File: config.mk
export PLATFORM = sky130hd
export DESIGN_NAME = axi2apb_multi_bridge
export DESIGN_NICKNAME = d
export VERILOG_FILES = /design/src/rtl/axi2apb_pkg.sv /design/src/rtl/axi2apb_multi_bridge_decoder.sv /design/src/rtl/axi2apb_multi_bridge.sv
export SDC_FILE = /design/constraint.sdc
export NUM_CORES = 1
export LEC_CHECK = 0
export ABC_AREA = 0
export CORE_MARGIN = 4
export CORE_UTILIZATION = 25
export DETAILED_ROUTE_END_ITERATION = 6
export MAX_ROUTING_LAYER = met4
export PLACE_DENSITY = 0.48
export SLEW_MARGIN = 20
export SYNTH_ARGS = -nofsm -noshare
export SYNTH_HDL_FRONTEND = slang
export SYNTH_SLANG_ARGS = --single-unit
File: constraint.sdc
create_clock -name clk -period 4.3 [get_ports clk]
set_input_delay 0.645 -clock clk [delete_from_list [all_inputs] [get_ports clk]]
set_output_delay 0.645 -clock clk [all_outputs]
set_load 0.01 [all_outputs]
File: src/rtl/axi2apb_pkg.sv
// axi2apb_pkg: response codes, burst/state encodings and per-beat address stepping for the AXI-to-APB bridge.
package axi2apb_pkg;
   localparam logic [1:0] OKAY   = 2'b00;
   localparam logic [1:0] SLVERR = 2'b10;
   localparam logic [1:0] DECERR = 2'b11;
   typedef enum logic [1:0] {FIXED = 2'b00, INCR = 2'b01, WRAP = 2'b10} burst_e;
   typedef enum logic [2:0] {IDLE, WDATA, SETUP, ACCESS, RDATA, BRESP} state_e;
   // Callers truncate to their address width, giving modulo-2^ADDR_WIDTH arithmetic.
   function automatic logic [63:0] next_addr(input logic [63:0] addr, input logic [2:0] size,
                                             input logic [3:0] len, input logic [1:0] burst);
      logic [63:0] inc, cont;
      inc  = addr + (64'd1 << size);
      cont = (64'(len) + 64'd1) << size;
      return burst == FIXED ? addr :
             burst == WRAP  ? (addr & ~(cont - 64'd1)) | (inc & (cont - 64'd1)) : inc;
   endfunction
endpackage

File: src/rtl/axi2apb_multi_bridge_decoder.sv
// apb_slave_decoder: maps an address to a one-hot APB select; the lowest matching slot wins.
module apb_slave_decoder #(
   parameter int ADDR_WIDTH = 32,
   parameter int NUM_SLV = 4,
   parameter logic [NUM_SLV*ADDR_WIDTH-1:0] SLV_BASE = '0,
   parameter logic [ADDR_WIDTH-1:0] SLV_MASK = '0
) (
   input  logic [ADDR_WIDTH-1:0] addr,
   output logic [NUM_SLV-1:0]    sel,
   output logic                  hit
);
   always_comb begin
      sel = '0;
      hit = 1'b0;
      for (int i = NUM_SLV - 1; i >= 0; i--)
         if ((addr & SLV_MASK) == SLV_BASE[i*ADDR_WIDTH +: ADDR_WIDTH]) begin
            sel    = '0;
            sel[i] = 1'b1;
            hit    = 1'b1;
         end
   end
endmodule

File: src/rtl/axi2apb_multi_bridge.sv
// axi2apb_multi_bridge: AXI3-subset slave to multi-slave APB4 master, one APB transfer per beat.
// Define AXI2APB_WRAP_EN to execute WRAP bursts; otherwise WRAP bursts answer SLVERR on every beat.
module axi2apb_multi_bridge
   import axi2apb_pkg::*;
#(
   parameter int ADDR_WIDTH = 32,
   parameter int DATA_WIDTH = 32,
   parameter int ID_WIDTH = 4,
   parameter int NUM_SLV = 4,
   parameter logic [NUM_SLV*ADDR_WIDTH-1:0] SLV_BASE = {32'h0004_F000, 32'h0003_F000, 32'h0002_F000, 32'h0001_F000},
   parameter logic [ADDR_WIDTH-1:0] SLV_MASK = 32'hFFFF_F000,
   parameter int TIMEOUT_CYC = 16
) (
   input  logic                    clk,
   input  logic                    rst_n,
   input  logic [ID_WIDTH-1:0]     awid_i,
   input  logic [ADDR_WIDTH-1:0]   awaddr_i,
   input  logic [3:0]              awlen_i,
   input  logic [2:0]              awsize_i,
   input  logic [1:0]              awburst_i,
   input  logic                    awvalid_i,
   output logic                    awready_o,
   input  logic [DATA_WIDTH-1:0]   wdata_i,
   input  logic [DATA_WIDTH/8-1:0] wstrb_i,
   input  logic                    wlast_i,
   input  logic                    wvalid_i,
   output logic                    wready_o,
   output logic [ID_WIDTH-1:0]     bid_o,
   output logic [1:0]              bresp_o,
   output logic                    bvalid_o,
   input  logic                    bready_i,
   input  logic [ID_WIDTH-1:0]     arid_i,
   input  logic [ADDR_WIDTH-1:0]   araddr_i,
   input  logic [3:0]              arlen_i,
   input  logic [2:0]              arsize_i,
   input  logic [1:0]              arburst_i,
   input  logic                    arvalid_i,
   output logic                    arready_o,
   output logic [ID_WIDTH-1:0]     rid_o,
   output logic [DATA_WIDTH-1:0]   rdata_o,
   output logic [1:0]              rresp_o,
   output logic                    rlast_o,
   output logic                    rvalid_o,
   input  logic                    rready_i,
   output logic [ADDR_WIDTH-1:0]   paddr_o,
   output logic [DATA_WIDTH-1:0]   pwdata_o,
   output logic [DATA_WIDTH/8-1:0] pstrb_o,
   output logic                    pwrite_o,
   output logic                    penable_o,
   output logic [NUM_SLV-1:0]      psel_o,
   input  logic [DATA_WIDTH-1:0]   prdata_i,
   input  logic                    pready_i,
   input  logic                    pslverr_i
);
   localparam int TW = $clog2(TIMEOUT_CYC + 1);
   localparam int SZ_MAX = $clog2(DATA_WIDTH / 8);
   state_e state, state_n;
   logic wr, last_w, hit, wrap_err, err, grant_w, grant_r, done, tout, last, fin, adv, unused_ok;
   logic [ID_WIDTH-1:0] id;
   logic [ADDR_WIDTH-1:0] addr;
   logic [3:0] len, cnt;
   logic [2:0] size;
   logic [1:0] burst, resp, rresp, bres;
   logic [DATA_WIDTH-1:0] rdata, wdata;
   logic [DATA_WIDTH/8-1:0] wstrb;
   logic [TW-1:0] tcnt;
   logic [NUM_SLV-1:0] sel;
   logic [63:0] nxt;
   apb_slave_decoder #(.ADDR_WIDTH(ADDR_WIDTH), .NUM_SLV(NUM_SLV), .SLV_BASE(SLV_BASE), .SLV_MASK(SLV_MASK))
      u_dec (.addr(addr), .sel(sel), .hit(hit));
`ifdef AXI2APB_WRAP_EN
   assign wrap_err = burst == WRAP && !(len inside {4'd1, 4'd3, 4'd7, 4'd15});
`else
   assign wrap_err = burst == WRAP;
`endif
   // SETUP doubles as the per-beat decision cycle: a faulty beat never drives psel.
   assign err      = !hit || size > 3'(SZ_MAX) || wrap_err;
   assign tout     = tcnt == TW'(TIMEOUT_CYC - 1);
   assign done     = state == ACCESS && (pready_i || tout);
   assign fin      = (state == SETUP && err) || done;
   assign bres     = state == SETUP ? (hit ? SLVERR : DECERR) : (pready_i && !pslverr_i ? OKAY : SLVERR);
   assign last     = cnt == len;
   assign adv      = !last && ((fin && wr) || (state == RDATA && rready_i));
   assign grant_w  = state == IDLE && awvalid_i && (!arvalid_i || !last_w);
   assign grant_r  = state == IDLE && arvalid_i && !grant_w;
   assign nxt      = next_addr({{(64-ADDR_WIDTH){1'b0}}, addr}, size, len, burst);
   assign unused_ok = &{1'b0, wlast_i, nxt[63:ADDR_WIDTH]};
   always_comb begin
      state_n = state;
      case (state)
         IDLE:    state_n = grant_w ? WDATA : grant_r ? SETUP : IDLE;
         WDATA:   state_n = wvalid_i ? SETUP : WDATA;
         SETUP:   state_n = !err ? ACCESS : wr ? (last ? BRESP : WDATA) : RDATA;
         ACCESS:  state_n = !done ? ACCESS : wr ? (last ? BRESP : WDATA) : RDATA;
         RDATA:   state_n = !rready_i ? RDATA : last ? IDLE : SETUP;
         BRESP:   state_n = bready_i ? IDLE : BRESP;
         default: state_n = IDLE;
      endcase
   end
   always_ff @(posedge clk or negedge rst_n)
      if (!rst_n) begin
         state  <= IDLE;
         wr     <= 1'b0;
         last_w <= 1'b0;
         id     <= '0;
         addr   <= '0;
         len    <= '0;
         size   <= '0;
         burst  <= '0;
         cnt    <= '0;
         resp   <= OKAY;
         rresp  <= OKAY;
         rdata  <= '0;
         wdata  <= '0;
         wstrb  <= '0;
         tcnt   <= '0;
      end else begin
         state <= state_n;
         tcnt  <= state == ACCESS ? tcnt + TW'(1) : '0;
         if (grant_w || grant_r) begin
            wr     <= grant_w;
            last_w <= grant_w;
            id     <= grant_w ? awid_i : arid_i;
            addr   <= grant_w ? awaddr_i : araddr_i;
            len    <= grant_w ? awlen_i : arlen_i;
            size   <= grant_w ? awsize_i : arsize_i;
            burst  <= grant_w ? awburst_i : arburst_i;
            cnt    <= '0;
            resp   <= OKAY;
            wstrb  <= '0;
         end
         if (state == WDATA && wvalid_i) begin
            wdata <= wdata_i;
            wstrb <= wstrb_i;
         end
         if (fin) begin
            rresp <= bres;
            rdata <= state == ACCESS && pready_i ? prdata_i : '0;
            if (bres > resp) resp <= bres;
         end
         if (adv) begin
            addr <= nxt[ADDR_WIDTH-1:0];
            cnt  <= cnt + 4'd1;
         end
      end
   assign awready_o = grant_w;
   assign arready_o = grant_r;
   assign wready_o  = state == WDATA;
   assign bvalid_o  = state == BRESP;
   assign bresp_o   = resp;
   assign bid_o     = id;
   assign rvalid_o  = state == RDATA;
   assign rlast_o   = state == RDATA && last;
   assign rdata_o   = rdata;
   assign rresp_o   = rresp;
   assign rid_o     = id;
   assign psel_o    = (state == SETUP || state == ACCESS) && !err ? sel : '0;
   assign penable_o = state == ACCESS;
   assign paddr_o   = addr;
   assign pwrite_o  = wr;
   assign pwdata_o  = wdata;
   assign pstrb_o   = wstrb;
endmodule

==> flow_metrics.env <==
export IMPL_wl_per_cell_um=19.5
export IMPL_power_frac_seq_pct=27.0
export IMPL_async_flop_share_pct=100
export IMPL_crit_chain="nor4_1 > nand2_1 > nor4_4 > nand3_1 > nor3b_1 > clkdlybuf4s50_1"
export IMPL_min_period_over_period_pct=86.7
export IMPL_first_pass_iters=6
export IMPL_grt_max_degree=79
export IMPL_switching_share_pct=43.0
export IMPL_wl_um=29400
export IMPL_cts_made_buffers=17
export IMPL_finClkSkew_ns=0.0132
export IMPL_htree_levels=4
export IMPL_powerDensity_nw_per_um2=769
export IMPL_grt_pass1_vias=7689
export IMPL_drive_gt1_share_pct=10.1
export IMPL_hold_viol=0
export IMPL_synth_edff_count=0
export IMPL_yosysWarnings=0
export IMPL_core_area_sq_um=29900
export IMPL_grt_pass1_wl_um=45200
export IMPL_synthFlopType="dfrtp_1"
export IMPL_syn_inst=826
export IMPL_nets=1290
export IMPL_required_ns=3.65
export IMPL_synth_yosys_seq_area_share_pct=42.6
export IMPL_antenna_cells=0
export IMPL_dieArea_sq_um=33400
export IMPL_synth_largest_area_cell="dfrtp_1"
export IMPL_hold_buffers=0
export IMPL_ios=292
export IMPL_setup_slack_ns=0.573
export IMPL_peakVddDrop_uv=315
export IMPL_combPwrFrac_pct=55.8
export IMPL_regArea_sq_um=3250
export IMPL_area_delta_synth_final_pct=51.5
export IMPL_slowest_stage="clkdlybuf4s50_1"
export IMPL_grt_setup_unrepaired="false"
export IMPL_track_usage_pct=17.8
export IMPL_vias_per_cell=4.93
export IMPL_crit_fanout=10
export IMPL_cts_resized_gates=0
export IMPL_multi_input_area_sq_um=4040
export IMPL_rr_startpoint="len[1]$_DFFE_PN0P_"
export IMPL_worst_pin_slew_ns=0.981
export IMPL_ys_types=80
export IMPL_dr_total_vias=7435
export IMPL_syn_nets=1011
export IMPL_setup_tns_ns=0
export IMPL_max_cap_viol_count=0
export IMPL_ff2ff_path_depth=11
export IMPL_p_switching_w=0.00383
export IMPL_syn_avg_cell_area_sq_um=9.25
export IMPL_setup_viol=0
export IMPL_fmax_ghz=0.268
export IMPL_die_w_um=183
export IMPL_postCtsSetupBuffers=0
export IMPL_overflow=0
export IMPL_slew_violations=0
export IMPL_ys_top_cells_by_count="dfrtp_1, nand2_1, nor2_1"
export IMPL_cts_buffer_depth=2
export IMPL_pwr_share_clk_pct=17.2
export IMPL_synth_most_common_cell="dfrtp_1"
export IMPL_netlist_area_leader_share_pct=42.6
export IMPL_crit_arrival_ns=3.08
export IMPL_internal_power_w=0.00508
export IMPL_ys_seq_elements=130
export IMPL_clk_latency_ns=0.42
export IMPL_path_clk_slew_ns=0.07
export IMPL_pre_cts_ws_ns=0.731
export IMPL_chipHeight_um=183
export IMPL_synthesis_area_sq_um=7640
export IMPL_outcome="completed"
export IMPL_drt_iter0_drc=499
export IMPL_fin_crit_ns=3.73
export IMPL_dp_hpwl_um=21900
export IMPL_cp_end_kind="primary output"
export IMPL_path_class="reg2out"
export IMPL_synthTopCellsByArea="dfrtp_1, mux2_2, nand2_1"
export IMPL_io_buffer_count=290
export IMPL_relSlewSlack_pct=34.0
export IMPL_n_fill_cell=2976
export IMPL_start_util_pct=25.6
export IMPL_cts_sinks=130
export IMPL_cp_start_kind="register"
export IMPL_rows=63
export IMPL_root_buffer="clkbuf_16"
export IMPL_crit_path_max_incr_delay_ns=0.59
export IMPL_gp_congestion=0.909
export IMPL_antenna_found_initial=0
export IMPL_ant_nets=0
export IMPL_utilization_pct=38.8
export IMPL_cts_tree="done"
export IMPL_drc=0
export IMPL_hold_path_class="in2async"
export IMPL_leakage_nw=4.77
[cell families after synthesis]
group	synth area share [%]
flops	42.6
mux	7.51
simple gates	18.0
xor+xnor	2.29
compound gates	22.0
fa+ha+maj	2.88
buf+inv	4.78
[cell usage in the layout, fill, tap and decap left out, types with 18 or more instances in the layout]
master / synthesis / routed
mux2_2: 35 / 35
nand3_1: 21 / 21
inv_1: 34 / 34
mux2i_1: 18 / 18
a22o_1: 39 / 39
nor3_1: 19 / 19
o21ai_0: 52 / 51
clkdlybuf4s50_1: 0 / 289
a21oi_1: 49 / 49
nand2_1: 99 / 99
buf_4: 4 / 23
nor2_1: 64 / 64
dfrtp_1: 130 / 130
[critical path, delay by kind of cell, from the launching register on]
family	cells	cell delay, ns
DFF	1	0.49
buffers and inverters	1	0.59
and+or+nand+nor	5	1.59
[layer usage]
| layer | vias to the layer above | global-route usage, % | share of wire [%] |
|---|---|---|---|
| met5 | - | - | 0 |
| li1 | 3584 | - | - |
| met2 | 280 | 26.9 | 45 |
| met1 | 3549 | 23.2 | 45 |
| met3 | 22 | 5.63 | 8.6 |
| met4 | 0 | 4.35 | 1.5 |
[final cells by class]
class	instances	share of cell area [%]
multi-input combinational	608	34.8
sequential	130	28.1
timing repair buffer	313	26.6
tap	390	4.21
clock buffer	18	3.71
clock inverter	14	1.45
inverter	35	1.13
[power by group through the flow]
stage               registers (W)  clock network [W]  logic, W
floorplan                 0.00244                  0   0.00272
global placement          0.00241                  0   0.00501
detailed placement        0.00241                  0   0.00501
CTS                       0.00241            0.00158   0.00503
global route              0.00250            0.00163   0.00547
finish                    0.00240            0.00153   0.00497
[final timing paths]
kind	endpoint	slack, ns
min	pwdata_o[4]$_DFFE_PN0P_	0.25
max reg2reg	register	0.72
min in group clk	tcnt[0]$_DFF_PN0_	0.47
max	psel_o[1]	0.57
max in group asynchronous	pstrb_o[2]$_DFFE_PN0P_	3.06
min reg2reg	tcnt[0]$_DFF_PN0_	0.47
[through the flow]
stage | power (W) | hold slack, ns | cells | cell area [sq um]
finish | 0.00890 | 0.248 | 1508 | 11600
CTS | 0.00902 | 0.310 | 1508 | 11600
detailed placement | 0.00742 | 0.463 | 1476 | 11000
floorplan | 0.00516 | 0.349 | 826 | 7640
global route | 0.00961 | 0.329 | 1508 | 11600
global placement | 0.00741 | 0.462 | 1476 | 11000
(Power assumes the default switching activity.)
